===== src/rtl/ex_mem_skid_pkg.sv =====
// ex_mem_skid_pkg: shared types and payload layout for the EX/MEM skid buffer.
//   state_t      : occupancy state, encoded as {skid_valid, main_valid}
//   exm_*        : payload width and field offsets, as functions of the widths.
//                  Payload layout from LSB upward: alu | store | rd | rd_we | id | pc
package ex_mem_skid_pkg;

  typedef enum logic [1:0] {
    EMPTY = 2'b00,
    ONE   = 2'b01,
    TWO   = 2'b11
  } state_t;

  function automatic int exm_payload_w(input int dw, input int rw, input int iw);
    return 3*dw + rw + 1 + iw;
  endfunction

  function automatic int exm_off_sd(input int dw);
    return dw;
  endfunction

  function automatic int exm_off_rd(input int dw);
    return 2*dw;
  endfunction

  function automatic int exm_off_we(input int dw, input int rw);
    return 2*dw + rw;
  endfunction

  function automatic int exm_off_id(input int dw, input int rw);
    return 2*dw + rw + 1;
  endfunction

  function automatic int exm_off_pc(input int dw, input int rw, input int iw);
    return 2*dw + rw + 1 + iw;
  endfunction

endpackage


===== src/rtl/ex_mem_skid_slot.sv =====
// ex_mem_slot: one payload register of the EX/MEM skid buffer.
//   clk, rst_n : clock, async active-low clear (payload clears to 0)
//   load       : capture d on the rising edge
//   d / q      : packed payload in / out
module ex_mem_slot #(
  parameter int W = 8
) (
  input  logic         clk,
  input  logic         rst_n,
  input  logic         load,
  input  logic [W-1:0] d,
  output logic [W-1:0] q
);

  always_ff @(posedge clk or negedge rst_n) begin
    if (!rst_n)    q <= '0;
    else if (load) q <= d;
  end

endmodule


===== src/rtl/ex_mem_skid.sv =====
// ex_mem_skid: two-entry skid buffer between execute and memory stages.
//   in_*   : valid/ready input from EX (alu result, store data, rd, rd_we, id, pc)
//   out_*  : valid/ready output toward MEM, driven straight from the main slot
//   fwd0_* : forwarding tap from the main (older) entry
//   fwd1_* : forwarding tap from the skid (younger) entry; wins on rd match
//   flush  : drops both entries and the input of that cycle
//   stall_cycles : saturating count of out_valid&!out_ready cycles, present
//                  only when EX_MEM_STALL_CNT_EN is defined
// in_ready and out_valid are plain state bits, so neither side sees a
// combinational path through the buffer.
module ex_mem_skid
  import ex_mem_skid_pkg::*;
#(
  parameter int DATA_W = 32,
  parameter int RD_W   = 5,
  parameter int ID_W   = 6
) (
  input  logic              clk,
  input  logic              rst_n,
  input  logic              flush,
  input  logic              in_valid,
  output logic              in_ready,
  input  logic [DATA_W-1:0] in_alu_result,
  input  logic [DATA_W-1:0] in_store_data,
  input  logic [RD_W-1:0]   in_rd_addr,
  input  logic              in_rd_we,
  input  logic [ID_W-1:0]   in_instr_id,
  input  logic [DATA_W-1:0] in_pc,
  output logic              out_valid,
  input  logic              out_ready,
  output logic [DATA_W-1:0] out_alu_result,
  output logic [DATA_W-1:0] out_store_data,
  output logic [RD_W-1:0]   out_rd_addr,
  output logic              out_rd_we,
  output logic [ID_W-1:0]   out_instr_id,
  output logic [DATA_W-1:0] out_pc,
  output logic              fwd0_valid,
  output logic [RD_W-1:0]   fwd0_rd,
  output logic [DATA_W-1:0] fwd0_data,
  output logic              fwd1_valid,
  output logic [RD_W-1:0]   fwd1_rd,
  output logic [DATA_W-1:0] fwd1_data
`ifdef EX_MEM_STALL_CNT_EN
  ,
  output logic [31:0]       stall_cycles
`endif
);

  localparam int PW  = exm_payload_w(DATA_W, RD_W, ID_W);
  localparam int OSD = exm_off_sd(DATA_W);
  localparam int ORD = exm_off_rd(DATA_W);
  localparam int OWE = exm_off_we(DATA_W, RD_W);
  localparam int OID = exm_off_id(DATA_W, RD_W);
  localparam int OPC = exm_off_pc(DATA_W, RD_W, ID_W);

  state_t       state;
  logic         main_valid, skid_valid;
  logic         in_fire, out_fire;
  logic         main_load, skid_load;
  logic [PW-1:0] in_pl, main_d, main_q, skid_q;

  assign main_valid = state[0];
  assign skid_valid = state[1];
  assign in_ready   = ~skid_valid;
  assign out_valid  = main_valid;

  assign in_fire  = in_valid & in_ready & ~flush;
  assign out_fire = out_valid & out_ready;

  // x0 is squashed at capture so neither the write port nor the forward
  // taps ever see it as a live destination.
  assign in_pl = {in_pc, in_instr_id, in_rd_we & (|in_rd_addr), in_rd_addr,
                  in_store_data, in_alu_result};

  // Flush suppresses every load so the data regs keep their last values.
  always_comb begin
    main_load = 1'b0;
    skid_load = 1'b0;
    main_d    = in_pl;
    unique case (state)
      EMPTY: main_load = in_fire;
      ONE: begin
        main_load = in_fire & out_fire;
        skid_load = in_fire & ~out_fire;
      end
      TWO: begin
        main_load = out_fire & ~flush;
        main_d    = skid_q;
      end
      default: ;
    endcase
  end

  always_ff @(posedge clk or negedge rst_n) begin
    if (!rst_n)     state <= EMPTY;
    else if (flush) state <= EMPTY;
    else begin
      unique case (state)
        EMPTY: if (in_fire) state <= ONE;
        ONE: begin
          if (in_fire && !out_fire)      state <= TWO;
          else if (!in_fire && out_fire) state <= EMPTY;
        end
        TWO:   if (out_fire) state <= ONE;
        default: state <= EMPTY;
      endcase
    end
  end

  ex_mem_slot #(.W(PW)) u_main (
    .clk(clk), .rst_n(rst_n), .load(main_load), .d(main_d), .q(main_q)
  );

  ex_mem_slot #(.W(PW)) u_skid (
    .clk(clk), .rst_n(rst_n), .load(skid_load), .d(in_pl), .q(skid_q)
  );

  assign out_alu_result = main_q[DATA_W-1:0];
  assign out_store_data = main_q[OSD +: DATA_W];
  assign out_rd_addr    = main_q[ORD +: RD_W];
  assign out_rd_we      = main_q[OWE];
  assign out_instr_id   = main_q[OID +: ID_W];
  assign out_pc         = main_q[OPC +: DATA_W];

  assign fwd0_valid = main_valid & main_q[OWE];
  assign fwd0_rd    = main_q[ORD +: RD_W];
  assign fwd0_data  = main_q[DATA_W-1:0];

  assign fwd1_valid = skid_valid & skid_q[OWE];
  assign fwd1_rd    = skid_q[ORD +: RD_W];
  assign fwd1_data  = skid_q[DATA_W-1:0];

`ifdef EX_MEM_STALL_CNT_EN
  // Cleared by reset only; flush leaves the count alone.
  always_ff @(posedge clk or negedge rst_n) begin
    if (!rst_n) stall_cycles <= '0;
    else if (out_valid && !out_ready && stall_cycles != 32'hFFFF_FFFF)
      stall_cycles <= stall_cycles + 32'd1;
  end
`endif

endmodule


===== config.mk =====
export PLATFORM = sky130hd
export DESIGN_NAME = ex_mem_skid
export DESIGN_NICKNAME = d
export VERILOG_FILES = /design/src/rtl/ex_mem_skid_pkg.sv /design/src/rtl/ex_mem_skid_slot.sv /design/src/rtl/ex_mem_skid.sv
export SDC_FILE = /design/constraint.sdc
export NUM_CORES = 1
export LEC_CHECK = 0
export CAP_MARGIN = 10
export CORE_UTILIZATION = 46
export DETAILED_ROUTE_END_ITERATION = 8
export GPL_TIMING_DRIVEN = 0
export PLACE_DENSITY = 0.79
export SKIP_CTS_REPAIR_TIMING = 1
export SYNTH_ARGS = -nofsm -noshare
export SYNTH_HDL_FRONTEND = slang
export SYNTH_SLANG_ARGS = --single-unit

===== constraint.sdc =====
create_clock -name clk -period 2 [get_ports clk]
set_input_delay 0.4 -clock clk [delete_from_list [all_inputs] [get_ports clk]]
set_output_delay 0.4 -clock clk [all_outputs]
set_load 0.02 [all_outputs]

==> results.toml, run 1 <==
[power]
p_switching_mw = 7.48
swShare = 0.348
seq_power_share = 0.359
peakVddDrop_uv = 774
power.density_nw_per_um2 = 1470
clkPwrFrac = 0.196
p_leak_nw = 6.57
combPwrFrac = 0.446
p_total_mw = 21.5
internal_power_mw = 14.0

[cts]
root_buffer = "clkbuf_16"
clk_pin_slew_ps = 60
cts_made_buffers = 24
cts_sinks = 218
clock_path_buffers = 3
cts_tree = "yes"
cts-htree-levels = 1
insertion_delay_ps = 500

[sta]
setup_ws_ps = 34.5
slew_headroom = 0.618
max_freq_mhz = 509
period_minus_slack_ps = 1970
finalHoldViolations = 0
finalSetupViolCount = 0
tns_ps = 0
fin_skew_ps = 6.66
slew_violations = 0
worstMarginPinSlew_ps = 567
rsz0062_at_grt = "yes"
fin_crit_sh = 0.983

[drt]
wirelength_mm = 27.9
wl_per_cell_um = 19.3
ant_nets = 0
avgViaCountPerCell = 5.45
dr.pass1.iters = 5
drc_errors = 0
route.vias.total = 7901
drt-initial-drc-count = 267

[placement]
gp_congestion = 0.798
portBuffers = 298
dpl-instance-area_um2 = 13400
dp_slack_ps = -764
hpwl_mm = 19.5

[layout]
drive_gt1_frac = 0.254
final_cell_area_um2 = 14600
syn2layout_area_growth_pct = 45.6
fillCellCount = 1566
seq_area_um2 = 5460
finalNetCount = 1277
multiInputGateArea_um2 = 3710
final_core_utilization = 0.690

[global_route]
grt-ovfl-total = 0
grt_pass1_wl_mm = 42.5
grt_pass1_vias = 7810
track_usage = 0.243
grt_max_degree = 94
antenna_found_initial = 1

[synthesis]
synth.avg_cell_area_um2 = 12.2
synth_seq_cells = 218
netlist_top_cells_count = "218 x dfrtp_1, 109 x mux2i_1, 108 x a21oi_1, 108 x a31oi_1, 107 x mux2_2"
async_flop_share = 1.00
synthTopCellsByArea = "dfrtp_1 54%, mux2_2 12%, mux2i_1 11%"
synth_area_um2 = 10000
yosys.cell_types.count = 22
ys.warnings.count = 0
synth_most_common_cell = "dfrtp_1"
yosys.area.top_type_share = 0.543
syn_inst = 823
yosysTopAreaCell = "dfrtp_1"
syn_nets = 941
synth_flop_cell = "dfrtp_1"
synth_edf_count = 0
ys_seq_area_frac = 0.543

[worst_setup_path]
required_ps = 2370
start_kind = "flop"
end_kind = "flop"
worst-setup-path-type = "reg2reg"
cp_cell_sequence = "inv_1 > ha_1 > a31oi_2 > o21ai_4 > buf_12 > clkbuf_16 > buf_4 > a21oi_1 > a31oi_1"
cp.arrival_ps = 2330
critPathMaxFanout = 10
max_stage_delay_ps = 430
crit_slowest_cell = "dfrtp_1"

[floorplanning]
initial_core_util = 0.474
num_rows = 53
pin_count = 299
coreArea_um2 = 21200
dieArea_um2 = 22400
die_h_um = 150
dieWidth_um = 150

[outcome]
status = "complete, no violations"

[min_path]
min_path_type = "in2async"

[run]
max_cap_viol_count = 0
## layer usage
metal  vias up  global-route usage  share of wire
met4         0              0.0621          0.024
met1      3954               0.307           0.40
met2       282               0.429           0.51
met5         -                   0              0
li1       3616                   -              -
met3        49              0.0442          0.071
## sequential cells by signal, summed over array words and instances, names as in the netlist
name / cells
u_main.q: 108
u_skid.q: 108
state: 2
## critical path: cells and delay by family (launching register included)
kind                     cells  cell delay (ps)
buffers and inverters        4              570
adder cells (fa/ha/maj)      1              230
AO/OA/AOI/OAI                4              610
flip-flops                   1              430
## power by group through the flow
stage	logic [mW]	registers (mW)	clock network, mW
final	9.57	7.70	4.21
after global routing	10.2	7.93	4.47
after CTS	9.64	7.69	4.28
after detailed placement	9.61	7.73	0
after global placement	9.40	7.65	0
after floorplan	4.34	8.49	0
## logic make-up (layout without fill, tap and decap cells)
group	count (synthesis)	after routing	synth area share
compound gates	221	221	0.124
fa+ha+maj	5	5	0.00623
buf+inv	147	498	0.0898
flops	218	218	0.543
mux	217	217	0.230
other cells	0	1	0
simple gates	15	15	0.00710
## layout make-up
type,count,area share
inverter,2,0.000513
tap,275,0.0235
multi-input combinational,458,0.254
sequential,218,0.373
timing repair buffer,310,0.229
clock inverter,5,0.00188
buffer,145,0.0688
clock buffer,36,0.0497
antenna,1,0.000171
## worst paths after layout
path                         startpoint           end  slack, ps  depth (start not counted)
min in group clk           u_skid.q[94]  u_skid.q[94]        500                          1
max in group asynchronous         rst_n  u_main.q[86]        760                          3
hold reg to reg            u_skid.q[94]  u_skid.q[94]        500                          1
setup / recovery               state[1]  u_main.q[59]         30                          9
setup reg to reg               state[1]  u_main.q[59]         30                          9
hold / removal                    rst_n  u_skid.q[30]        410                          2
## stage by stage
stage,hold WS [ps],std cells
after detailed placement,362,1398
after CTS,-167,1439
after global placement,483,1396
final,409,1450
after global routing,464,1450
after floorplan,104,823
## cell usage in the layout (no fill, tap or decap), types with 2 or more instances in the layout
master and count:
nand2_1 5, clkbuf_2 13, mux2i_1 109, clkdlybuf4s50_1 220, buf_16 2, clkbuf_8 6, clkbuf_4 13, o21ai_0 3
nor2_1 4, a31oi_1 107, buf_4 95, ha_1 5, mux2_2 107, and2_1 2, clkinv_2 4, clkbuf_16 26
buf_2 18, buf_6 5, inv_1 2, dlymetal6s2s_1 77, clkbuf_1 12, buf_8 2, dfrtp_1 217, a21oi_1 108
Power figures use the tool's default switching activity.
==> run 2: changes to the inputs <==
Settings changed: SLEW_MARGIN set to 40, TNS_END_PERCENT set to 50.
==> results.toml, run 2 (same netlist as run 1, synthesis figures left out) <==
[outcome]
status = "complete, no violations"

[drt]
avgViaCountPerCell = 5.41
dr.pass1.iters = 5
wl_per_cell_um = 19.2
ant_nets = 0
drt-initial-drc-count = 285
route.vias.total = 7859
drc_errors = 0
wirelength_mm = 27.9

[sta]
finalSetupViolCount = 0
worstMarginPinSlew_ps = 657
slew_headroom = 0.562
finalHoldViolations = 0
fin_crit_sh = 0.981
fin_skew_ps = 7.31
slew_violations = 0
tns_ps = 0
hold_ws_ps = 365
period_minus_slack_ps = 1960
rsz0062_at_grt = "yes"
max_freq_mhz = 509

[cts]
cts-htree-levels = 1
cts_tree = "yes"
cts_made_buffers = 24
clk_pin_slew_ps = 60
cts_sinks = 218
root_buffer = "clkbuf_16"
insertion_delay_ps = 510
clock_path_buffers = 3

[layout]
fillCellCount = 1650
syn2layout_area_growth_pct = 42.7
top_regs = "u_main.q: 108 flops, u_skid.q: 108 flops, state: 2 flops"
most-common-layout-cells = "218 x clkdlybuf4s50_1, 216 x dfrtp_1, 166 x buf_4"
finalNetCount = 1276
drive_gt1_frac = 0.322
final_cell_area_um2 = 14300
final_common_cell = "clkdlybuf4s50_1"

[worst_setup_path]
start_kind = "flop"
path_delay_family = "buffers and inverters"
cp_num_buf_inv = 1
cp.arrival_ps = 1560
cp.depth = 1
reg2reg_slack_ps = 50
cp_cell_sequence = "clkdlybuf4s50_1"
critPathMaxFanout = 3
reg2reg_to = "u_skid.q[9]"
worst-setup-path-type = "reg2out"
end_kind = "primary output"
crit_slowest_cell = "clkdlybuf4s50_1"
required_ps = 1600
r2r_cells = 6
worstReg2RegStart = "state[1]"
max_stage_delay_ps = 660

[placement]
hpwl_mm = 19.6
gp_congestion = 0.798
dpl-instance-area_um2 = 13500
portBuffers = 298

[floorplanning]
coreArea_um2 = 21200
initial_core_util = 0.474
die_h_um = 150
dieArea_um2 = 22400
dieWidth_um = 150
num_rows = 53
pin_count = 299

[global_route]
grt_pass1_wl_mm = 42.5
grt-ovfl-total = 0
antenna_found_initial = 1
grt_max_degree = 68
track_usage = 0.244
grt_pass1_vias = 7765

[min_path]
min_path_type = "in2async"

[power]
peakVddDrop_uv = 889
power.density_nw_per_um2 = 1520
p_leak_nw = 6.08

[run]
max_cap_viol_count = 0
run 2: cell types whose count changed in the layout (fill, tap and decap cells not counted), moves of 2 or more:
| cell | previous run | this run |
|---|---|---|
| clkbuf_2 | 13 | 16 |
| buf_4 | 95 | 166 |
| buf_2 | 18 | 22 |
| clkdlybuf4s50_1 | 220 | 218 |
| clkinv_2 | 4 | 10 |
| dlymetal6s2s_1 | 77 | 7 |
| clkbuf_8 | 6 | 2 |
| clkbuf_4 | 13 | 9 |
| bufinv_16 | 0 | 4 |
| clkbuf_1 | 12 | 4 |
run 2: through the flow:
stage	utilization	power, mW	setup slack, ps	cells
after CTS	0.674	22.1	-643	1443
final	0.676	21.8	37.1	1452
after global routing	0.676	22.9	-51.2	1452
after detailed placement	0.634	17.3	-749	1399
after floorplan	-	12.8	108	823
after global placement	0.630	17.0	-8780	1396
run 2: per-layer routing:
metal,track usage,vias up,part of all wire
li1,-,3620,-
met1,0.303,3926,0.39
met2,0.426,271,0.51
met3,0.0494,42,0.072
met4,0.0717,0,0.022
met5,0,-,0
run 2: worst max path at each step:
stage	startpoint	end
5_1_grt	state[1]	u_skid.q[0]
3_5_place_dp	flush	u_skid.q[76]
4_1_cts	state[0]	u_main.q[85]
2_1_floorplan	state[0]	u_main.q[16]
6_report	u_main.q[20]	fwd0_data[20]
3_3_place_gp	rst_n	u_skid.q[92]
run 2: cell type report:
class / instances / area (µm²) / area share
inverters: 2 / 7.51 / 0.000524
diodes: 1 / 2.50 / 0.000175
multi-input cells: 458 / 3710 / 0.259
clock inverters: 17 / 194 / 0.0135
well taps: 275 / 344 / 0.0240
plain buffers: 144 / 990 / 0.0690
flip-flops and latches: 218 / 5460 / 0.381
repair buffers: 310 / 2980 / 0.208
clock buffers: 27 / 653 / 0.0456
run 2: where the power goes:
part	internal (mW)	switching, mW
logic	4.93	4.47
clock network	2.87	1.82
registers	6.39	1.32
